### src/rtl/cache_sec_pkg.sv
// Shared types and constants for the cache security blocks.
package cache_sec_pkg;

    localparam int unsigned FLUSH_CNT_W = 16;

    typedef enum logic [2:0] {
        IDLE,
        RD,
        CHK,
        WB,
        INV,
        DONE
    } flush_state_e;

    // A single-way cache still needs a 1-bit way index so ports never collapse to zero width.
    function automatic int unsigned way_width(input int unsigned ways);
        return (ways > 1) ? $clog2(ways) : 1;
    endfunction

endpackage

### src/rtl/flush_walk_ctr.sv
// Set/way walk counter: way is the inner loop, set the outer loop.
module flush_walk_ctr
    import cache_sec_pkg::*;
#(
    parameter int unsigned SETS  = 64,
    parameter int unsigned WAYS  = 4,
    parameter int unsigned SET_W = $clog2(SETS),
    parameter int unsigned WAY_W = way_width(WAYS)
) (
    input  logic             clk,
    input  logic             rst_n,
    input  logic             clr_i,
    input  logic             step_i,
    output logic [SET_W-1:0] set_o,
    output logic [WAY_W-1:0] way_o,
    output logic             last_o
);

    localparam logic [SET_W-1:0] SetLast = SET_W'(SETS - 1);
    localparam logic [WAY_W-1:0] WayLast = WAY_W'(WAYS - 1);

    logic [SET_W-1:0] set_q, set_d;
    logic [WAY_W-1:0] way_q, way_d;

    // Next position: clear wins over step; way wrap carries into set.
    always_comb begin
        set_d = set_q;
        way_d = way_q;
        if (clr_i) begin
            set_d = '0;
            way_d = '0;
        end else if (step_i) begin
            if (way_q == WayLast) begin
                way_d = '0;
                set_d = set_q + 1'b1;
            end else begin
                way_d = way_q + 1'b1;
            end
        end
    end

    // Counter registers.
    always_ff @(posedge clk or negedge rst_n) begin
        if (!rst_n) begin
            set_q <= '0;
            way_q <= '0;
        end else begin
            set_q <= set_d;
            way_q <= way_d;
        end
    end

    // Output decode from registered position.
    always_comb begin
        set_o  = set_q;
        way_o  = way_q;
        last_o = (set_q == SetLast) && (way_q == WayLast);
    end

endmodule

### src/rtl/cache_flush_engine.sv
// Cache flush walker: reads every tag, writes back dirty lines, invalidates all lines.
module cache_flush_engine
    import cache_sec_pkg::*;
#(
    parameter int unsigned SETS      = 64,
    parameter int unsigned WAYS      = 4,
    parameter bit          HAS_DIRTY = 1'b1,
    parameter int unsigned SET_W     = $clog2(SETS),
    parameter int unsigned WAY_W     = way_width(WAYS)
) (
    input  logic                   clk,
    input  logic                   rst_n,
    input  logic                   flush_req,
    output logic                   tag_rd_en,
    output logic [SET_W-1:0]       tag_rd_set,
    output logic [WAY_W-1:0]       tag_rd_way,
    input  logic                   tag_rd_valid,
    input  logic                   tag_rd_dirty,
    output logic                   tag_wr_en,
    output logic [SET_W-1:0]       tag_wr_set,
    output logic [WAY_W-1:0]       tag_wr_way,
    output logic                   wb_req,
    output logic [SET_W-1:0]       wb_set,
    output logic [WAY_W-1:0]       wb_way,
    input  logic                   wb_ack,
    output logic                   busy,
    output logic                   done,
    output logic [FLUSH_CNT_W-1:0] flush_cnt
);

    flush_state_e           state_q, state_d;
    logic                   pending_q, pending_d;
    logic [FLUSH_CNT_W-1:0] flush_cnt_q, flush_cnt_d;

    logic             ctr_clr;
    logic             ctr_step;
    logic [SET_W-1:0] cur_set;
    logic [WAY_W-1:0] cur_way;
    logic             cur_last;

    flush_walk_ctr #(
        .SETS  (SETS),
        .WAYS  (WAYS),
        .SET_W (SET_W),
        .WAY_W (WAY_W)
    ) u_walk_ctr (
        .clk    (clk),
        .rst_n  (rst_n),
        .clr_i  (ctr_clr),
        .step_i (ctr_step),
        .set_o  (cur_set),
        .way_o  (cur_way),
        .last_o (cur_last)
    );

    // Next-state, pending-request and completion-counter logic.
    always_comb begin
        state_d     = state_q;
        pending_d   = pending_q;
        flush_cnt_d = flush_cnt_q;
        ctr_clr     = 1'b0;
        ctr_step    = 1'b0;

        unique case (state_q)
            IDLE: begin
                if (flush_req) begin
                    state_d = RD;
                    ctr_clr = 1'b1;
                end
            end
            RD: begin
                state_d = CHK;
            end
            CHK: begin
                // Tag data for the line read in RD is only valid in this cycle.
                if (HAS_DIRTY && tag_rd_valid && tag_rd_dirty) begin
                    state_d = WB;
                end else begin
                    state_d = INV;
                end
            end
            WB: begin
                if (wb_ack) begin
                    state_d = INV;
                end
            end
            INV: begin
                ctr_step = 1'b1;
                state_d  = cur_last ? DONE : RD;
            end
            DONE: begin
                if (flush_cnt_q != '1) begin
                    flush_cnt_d = flush_cnt_q + FLUSH_CNT_W'(1);
                end
                // A request landing in DONE itself must not be lost, so it counts as pending.
                if (pending_q || flush_req) begin
                    state_d   = RD;
                    ctr_clr   = 1'b1;
                    pending_d = 1'b0;
                end else begin
                    state_d = IDLE;
                end
            end
            default: begin
                state_d = IDLE;
            end
        endcase

        // Any number of requests during a walk collapse into a single full rerun.
        if (flush_req && (state_q inside {RD, CHK, WB, INV})) begin
            pending_d = 1'b1;
        end
    end

    // State, pending flag and completion counter registers.
    always_ff @(posedge clk or negedge rst_n) begin
        if (!rst_n) begin
            state_q     <= IDLE;
            pending_q   <= 1'b0;
            flush_cnt_q <= '0;
        end else begin
            state_q     <= state_d;
            pending_q   <= pending_d;
            flush_cnt_q <= flush_cnt_d;
        end
    end

    // Moore output decode: strobes from state, addresses from the walk counter.
    always_comb begin
        tag_rd_en  = (state_q == RD);
        tag_wr_en  = (state_q == INV);
        wb_req     = (state_q == WB);
        busy       = (state_q != IDLE);
        done       = (state_q == DONE);
        tag_rd_set = cur_set;
        tag_rd_way = cur_way;
        tag_wr_set = cur_set;
        tag_wr_way = cur_way;
        wb_set     = cur_set;
        wb_way     = cur_way;
        flush_cnt  = flush_cnt_q;
    end

endmodule

### config.mk
export PLATFORM = sky130hd
export DESIGN_NAME = cache_flush_engine
export DESIGN_NICKNAME = d
export VERILOG_FILES = /design/src/rtl/cache_sec_pkg.sv /design/src/rtl/flush_walk_ctr.sv /design/src/rtl/cache_flush_engine.sv
export SDC_FILE = /design/constraint.sdc
export NUM_CORES = 1
export LEC_CHECK = 0
export CELL_PAD_IN_SITES_DETAIL_PLACEMENT = 1
export CELL_PAD_IN_SITES_GLOBAL_PLACEMENT = 1
export CORE_ASPECT_RATIO = 0.6
export CORE_UTILIZATION = 37
export CTS_CLUSTER_DIAMETER = 120
export DETAILED_ROUTE_END_ITERATION = 6
export MAX_ROUTING_LAYER = met4
export PLACE_DENSITY_LB_ADDON = 0.1
export SYNTH_ARGS = -nofsm -noshare
export SYNTH_HDL_FRONTEND = slang
export SYNTH_HIERARCHICAL = 1
export SYNTH_SLANG_ARGS = --single-unit
export TNS_END_PERCENT = 1
### constraint.sdc
create_clock -name clk -period 5.2 [get_ports clk]
set_input_delay 1.04 -clock clk [delete_from_list [all_inputs] [get_ports clk]]
set_output_delay 1.04 -clock clk [all_outputs]
set_load 0.02 [all_outputs]
==> flow_summary.toml, run 1 <==
[status]
status = "complete, no violations"

[yosys]
synth-seq-cells = 28
ys_seq_area_share_pct = 43.5
synth.distinct_cells = 39
syn_inst = 165
synth_fp_nets = 174
synth.avg_cell_area_um2 = 9.75
yosysWarnings = 6
netlist_area_mm2 = 0.00161

[timing]
slew_headroom_pct = 49.3
fmax_ghz = 0.299
period_share_pct = 64.3
clock_skew_ns = 0.00266
final.setup.tns_ns = 0
finalCriticalPeriod_ns = 3.34
tightest_slew_ns = 0.760
setup_viol = 0
rsz0062_at_grt = "no"
drv_slew = 0
fin_ws_ns = 1.86
hold_violations = 0

[placement]
portBuffers = 50
dp_cells = 255
pre_cts_slack_ns = 2.17
place_congestion = 0.841
dpl.hpwl_mm = 2.90
placed_area_mm2 = 0.00204

[min_path]
min-delay-start = "flush_cnt[0]"
holdPathEnd = "flush_cnt[0]"
hold_path_depth = 1
min_path_type = "reg2reg"

[clock_network]
cts_resized = 0
cts_sinks = 28
htreeDepth = 1
cts_made_buffers = 3
clkLatencyLatePin_ns = 0.27
clockBufferDepth = 2
path_clk_slew_ns = 0.09
post-cts-setup-buffer-count = 0
cts_hold_buf = 0
cts_tree = "built"
cts_root_buf = "clkbuf_8"

[grt]
grt-ovfl-total = 0
grt_max_degree = 29
grt_pass1_vias = 1260
grt_util_all_layers_pct = 18.9
grt_first_pass_wirelength_mm = 6.39
antenna_found_initial = 0

[worst_setup_path]
r2r_start = "flush_cnt[0]"
critPathLaunchType = "register"
r2r_slack_ns = 2.82
r2r_end = "flush_cnt[1]"
worst-setup-path-type = "reg2out"
cp.required_ns = 4.16
critical-path-top-delay-family = "buffers and inverters"
critPathMaxStageDelay_ns = 0.63
worstPathCellList = "nand3b_1 > inv_1 > clkdlybuf4s50_1"
crit_slowest_cell = "nand3b_1"
critPathArrivalTime_ns = 2.30
worstRegToRegCells = 6
path_buf_inv = 2
critPathMaxFanout = 16
critPathCaptureType = "output pin"

[layout]
syn2layout_area_growth_pct = 29.5
antenna_cells = 0
finalNonFillerCells = 258
fin_nets = 209
drive_above_1_share_pct = 7.58
design_area_mm2 = 0.00208

[routing]
drt_wl_total_mm = 3.86
vias_per_cell = 5.02
dr.pass1.iters = 4
via_count = 1296
wl_per_cell_um = 15.0
ant_nets = 0
first_iter_violations = 68
drc = 0

[floorplan]
fp.dieH_um = 53.1
fp-row-count = 18
initial_utilization_pct = 38.8
fp.dieW_um = 87.1
boundaryPins = 51
die_area_mm2 = 0.00463
core_mm2 = 0.00414

[power]
power-per-cell-area_mw_per_mm2 = 350
ir_drop_v = 0.000261
leakage_nw = 0.860

[run]
cap_violations = 0
==> area by class of cell <==
type                    count  area [µm²]
fillers                   490        2060
inverters                   3        11.3
flip-flops and latches     28         701
multi-input cells         111         733
repair buffers             53         523
clock buffers               3        41.3
well taps                  60        75.1
==> metal layers <==
metal / global-route usage [%] / up-vias / share of wire [%]
met3: 4.68 / 4 / 5.4
met5: - / - / 0
met4: 3.83 / 0 / 0.83
met1: 25.6 / 622 / 50
li1: - / 632 / -
met2: 28.9 / 38 / 43
==> sequential cells by signal, summed over array words and instances, names as in the netlist <==
signal,flops
state_q,3
u_walk_ctr/way_o,2
pending_q,1
u_walk_ctr/set_o,6
flush_cnt,16
==> cells in the final DEF (no fill, tap or decap), drive strengths merged <==
master	count
mux2i	2
or4	1
and3b	1
xnor2	2
or3	4
mux2	1
nand2b	2
and3	2
xor2	13
nor4b	1
nand4	5
nand3b	1
or2	1
a311oi	1
clkbuf	3
buf	3
ha	3
nor3	6
nor3b	3
a21oi	9
nand2	12
inv	3
o21bai	1
dfrtp	28
clkdlybuf4s50	50
nor2b	1
nand3	8
o22ai	1
nor2	11
o22a	1
a31oi	4
o21ai	7
nor4	7
==> kinds of logic after synthesis <==
family | share of synthesized area (%)
and+or+nand+nor | 24.7
DFF | 43.5
buffers and inverters | 10.9
AOI/OAI and AO/OA | 8.48
xor gates and xnor gates | 8.17
muxes | 1.94
adders and majority gates | 2.33
==> metrics by stage <==
step	total power [mW]	util (%)	hold WS, ns
after floorplan	0.501	-	0.517
after global placement	0.602	49.3	0.505
after detailed placement	0.618	49.3	0.528
after CTS	0.739	50.3	0.548
after global routing	0.777	50.3	0.568
final	0.730	50.3	0.539
==> cell usage after synthesis <==
library cell,n,area (µm²)
a21oi_1,9,45.0
a311oi_1,1,8.76
a31oi_1,4,25.0
and3_1,1,6.26
and3_2,1,7.51
and3b_1,1,8.76
buf_1,1,3.75
buf_4,18,135
clkbuf_1,3,11.3
clkbuf_8,1,13.8
dfrtp_1,28,701
ha_1,3,37.5
inv_1,3,11.3
mux2_1,1,11.3
mux2i_1,2,20.0
nand2_1,12,45.0
nand2b_1,2,12.5
nand3_1,6,30.0
nand3_2,2,20.0
nand3b_1,1,7.51
nand4_1,5,31.3
nor2_1,11,41.3
nor2b_1,1,6.26
nor3_1,5,25.0
nor3_2,1,10.0
nor3b_1,3,22.5
nor4_1,4,25.0
nor4_2,2,25.0
nor4_4,1,21.3
nor4b_1,1,8.76
o21ai_0,7,35.0
o21bai_1,1,7.51
o22a_1,1,8.76
o22ai_1,1,6.26
or2_2,1,6.26
or3_1,4,25.0
or4_4,1,11.3
xnor2_1,2,17.5
xor2_1,13,114
==> worst max-delay path by stage <==
| stage | from | to | slack [ns] | depth (start not counted) |
|---|---|---|---|---|
| finish | state_q[1] | done | 1.86 | 3 |
| detailed placement | state_q[1] | done | 2.17 | 3 |
| CTS | state_q[1] | done | 1.84 | 3 |
| floorplan | state_q[2] | tag_wr_en | 2.90 | 2 |
| global route | state_q[1] | done | 1.70 | 3 |
| global placement | state_q[1] | done | 2.23 | 3 |
==> report_power, final <==
part	internal [mW]	switching, mW
sequential	0.250	0.0624
clock	0.0520	0.0661
combinational	0.141	0.159
total	0.443	0.287
Power figures use the tool's default switching activity.
==> run 2, diff against run 1 <==
- CORE_UTILIZATION: 37 -> 34
- clock period: 5.2 -> 3.3 ns (I/O delays scaled with it)
==> flow_summary.toml, run 2 (synthesis gave the netlist of run 1 again) <==
[worst_setup_path]
critPathCapture = "tag_wr_en"
r2r_end = "flush_cnt[6]"
critPathArrivalTime_ns = 1.98
cp.required_ns = 2.64
critPathLaunchType = "register"
cp-startpoint = "state_q[2]"
r2r_start = "flush_cnt[0]"
critPathMaxStageDelay_ns = 0.61
r2r_slack_ns = 1.02
critPathCaptureType = "output pin"
worst-setup-path-type = "reg2out"
worstRegToRegCells = 6
crit_slowest_cell = "clkdlybuf4s50_1"
critPathMaxFanout = 13
worstPathCellList = "nor3b_1 > buf_4 > clkdlybuf4s50_1"

[layout]
fin_nets = 210
fillers = 475
antenna_cells = 0
seq_area_um2 = 701
syn2layout_area_growth_pct = 31.9
multi_input_area_um2 = 733
final_common_cell = "clkdlybuf4s50_1"
finalNonFillerCells = 260
drive_above_1_share_pct = 8.50
design_area_mm2 = 0.00212
layout_common_cells = "clkdlybuf4s50_1 (50), dfrtp_1 (28), xor2_1 (13)"
largest_reg_flops = 16
final_util_pct = 49.1

[clock_network]
cts_hold_buf = 0
post-cts-setup-buffer-count = 0
clockBufferDepth = 2
cts_root_buf = "clkbuf_8"
cts_resized = 0
htreeDepth = 1
cts_made_buffers = 3
path_clk_slew_ns = 0.10
cts_tree = "built"
clkLatencyLatePin_ns = 0.29
cts_sinks = 28

[timing]
drv_slew = 0
final.setup.tns_ns = 0
setup_viol = 0
hold_violations = 0
rsz0062_at_grt = "no"
clock_skew_ns = 0.00570
fmax_ghz = 0.378
slew_headroom_pct = 46.5
hold-worst-slack_ns = 0.534
fin_ws_ns = 0.657
finalCriticalPeriod_ns = 2.64
period_share_pct = 80.1
tightest_slew_ns = 0.796

[routing]
via_count = 1335
dr.pass1.iters = 4
first_iter_violations = 23
vias_per_cell = 5.13
drc = 0
ant_nets = 0
drt_wl_total_mm = 4.14
wl_per_cell_um = 15.9

[min_path]
hold_path_depth = 1
min_path_type = "reg2reg"

[placement]
pre_cts_slack_ns = 0.990
place_congestion = 0.786
placed_area_mm2 = 0.00205
portBuffers = 50
dpl.hpwl_mm = 3.12
dp_cells = 256

[power]
leakage_nw = 0.878
power_mw = 1.26
ir_drop_v = 0.000333
power-per-cell-area_mw_per_mm2 = 591

[floorplan]
boundaryPins = 51
initial_utilization_pct = 37.2
fp.dieH_um = 55.3
core_mm2 = 0.00432
fp-row-count = 18
fp.dieW_um = 90.8
die_area_mm2 = 0.00502

[grt]
grt-ovfl-total = 0
grt_first_pass_wirelength_mm = 6.78
grt_max_degree = 29
grt_pass1_vias = 1292
antenna_found_initial = 0
grt_util_all_layers_pct = 17.5

[status]
status = "complete, no violations"

[run]
cap_violations = 0
[run 2: cell count changes in the layout (fill, tap and decap cells not counted), sizes merged]
cell    delta
buf        +1
bufinv     +1
[run 2: area by class of cell]
cell class	instances	share of cell area (%)
timing repair buffer	54	25.0
tap	60	3.54
inverter	3	0.531
sequential	28	33.0
clock buffer	3	1.95
clock inverter	1	1.42
multi-input combinational	111	34.6
[run 2: worst min-delay path by stage]
stage / start / end / slack [ns]
after detailed placement: flush_cnt[7] / flush_cnt[7] / 0.52
after floorplan: rst_n / flush_cnt[0] / 0.36
after global routing: flush_cnt[0] / flush_cnt[0] / 0.56
after CTS: flush_cnt[0] / flush_cnt[0] / 0.54
final: flush_cnt[0] / flush_cnt[0] / 0.53
after global placement: flush_cnt[7] / flush_cnt[7] / 0.51
[run 2: report_power, final]
| part | leakage, nW | internal [mW] | switching (mW) | total, mW |
|---|---|---|---|---|
| Clock | 0.0357 | 0.163 | 0.120 | 0.283 |
| Combinational | 0.464 | 0.225 | 0.251 | 0.477 |
| Sequential | 0.379 | 0.394 | 0.101 | 0.496 |
[run 2: critical path: cells and delay by family (launching register included)]
kind	cells	cell delay, ns
buffers and inverters	2	0.82
DFF	1	0.60
and+or+nand+nor	1	0.28
[run 2: routing by layer]
layer  routed length [µm]  global-route usage, %  up-vias
met4                   42                   3.40        0
met3                  168                   3.72        5
met1                 2110                   24.8      651
li1                     -                      -      638
met2                 1820                   25.9       41
met5                    0                      -        -
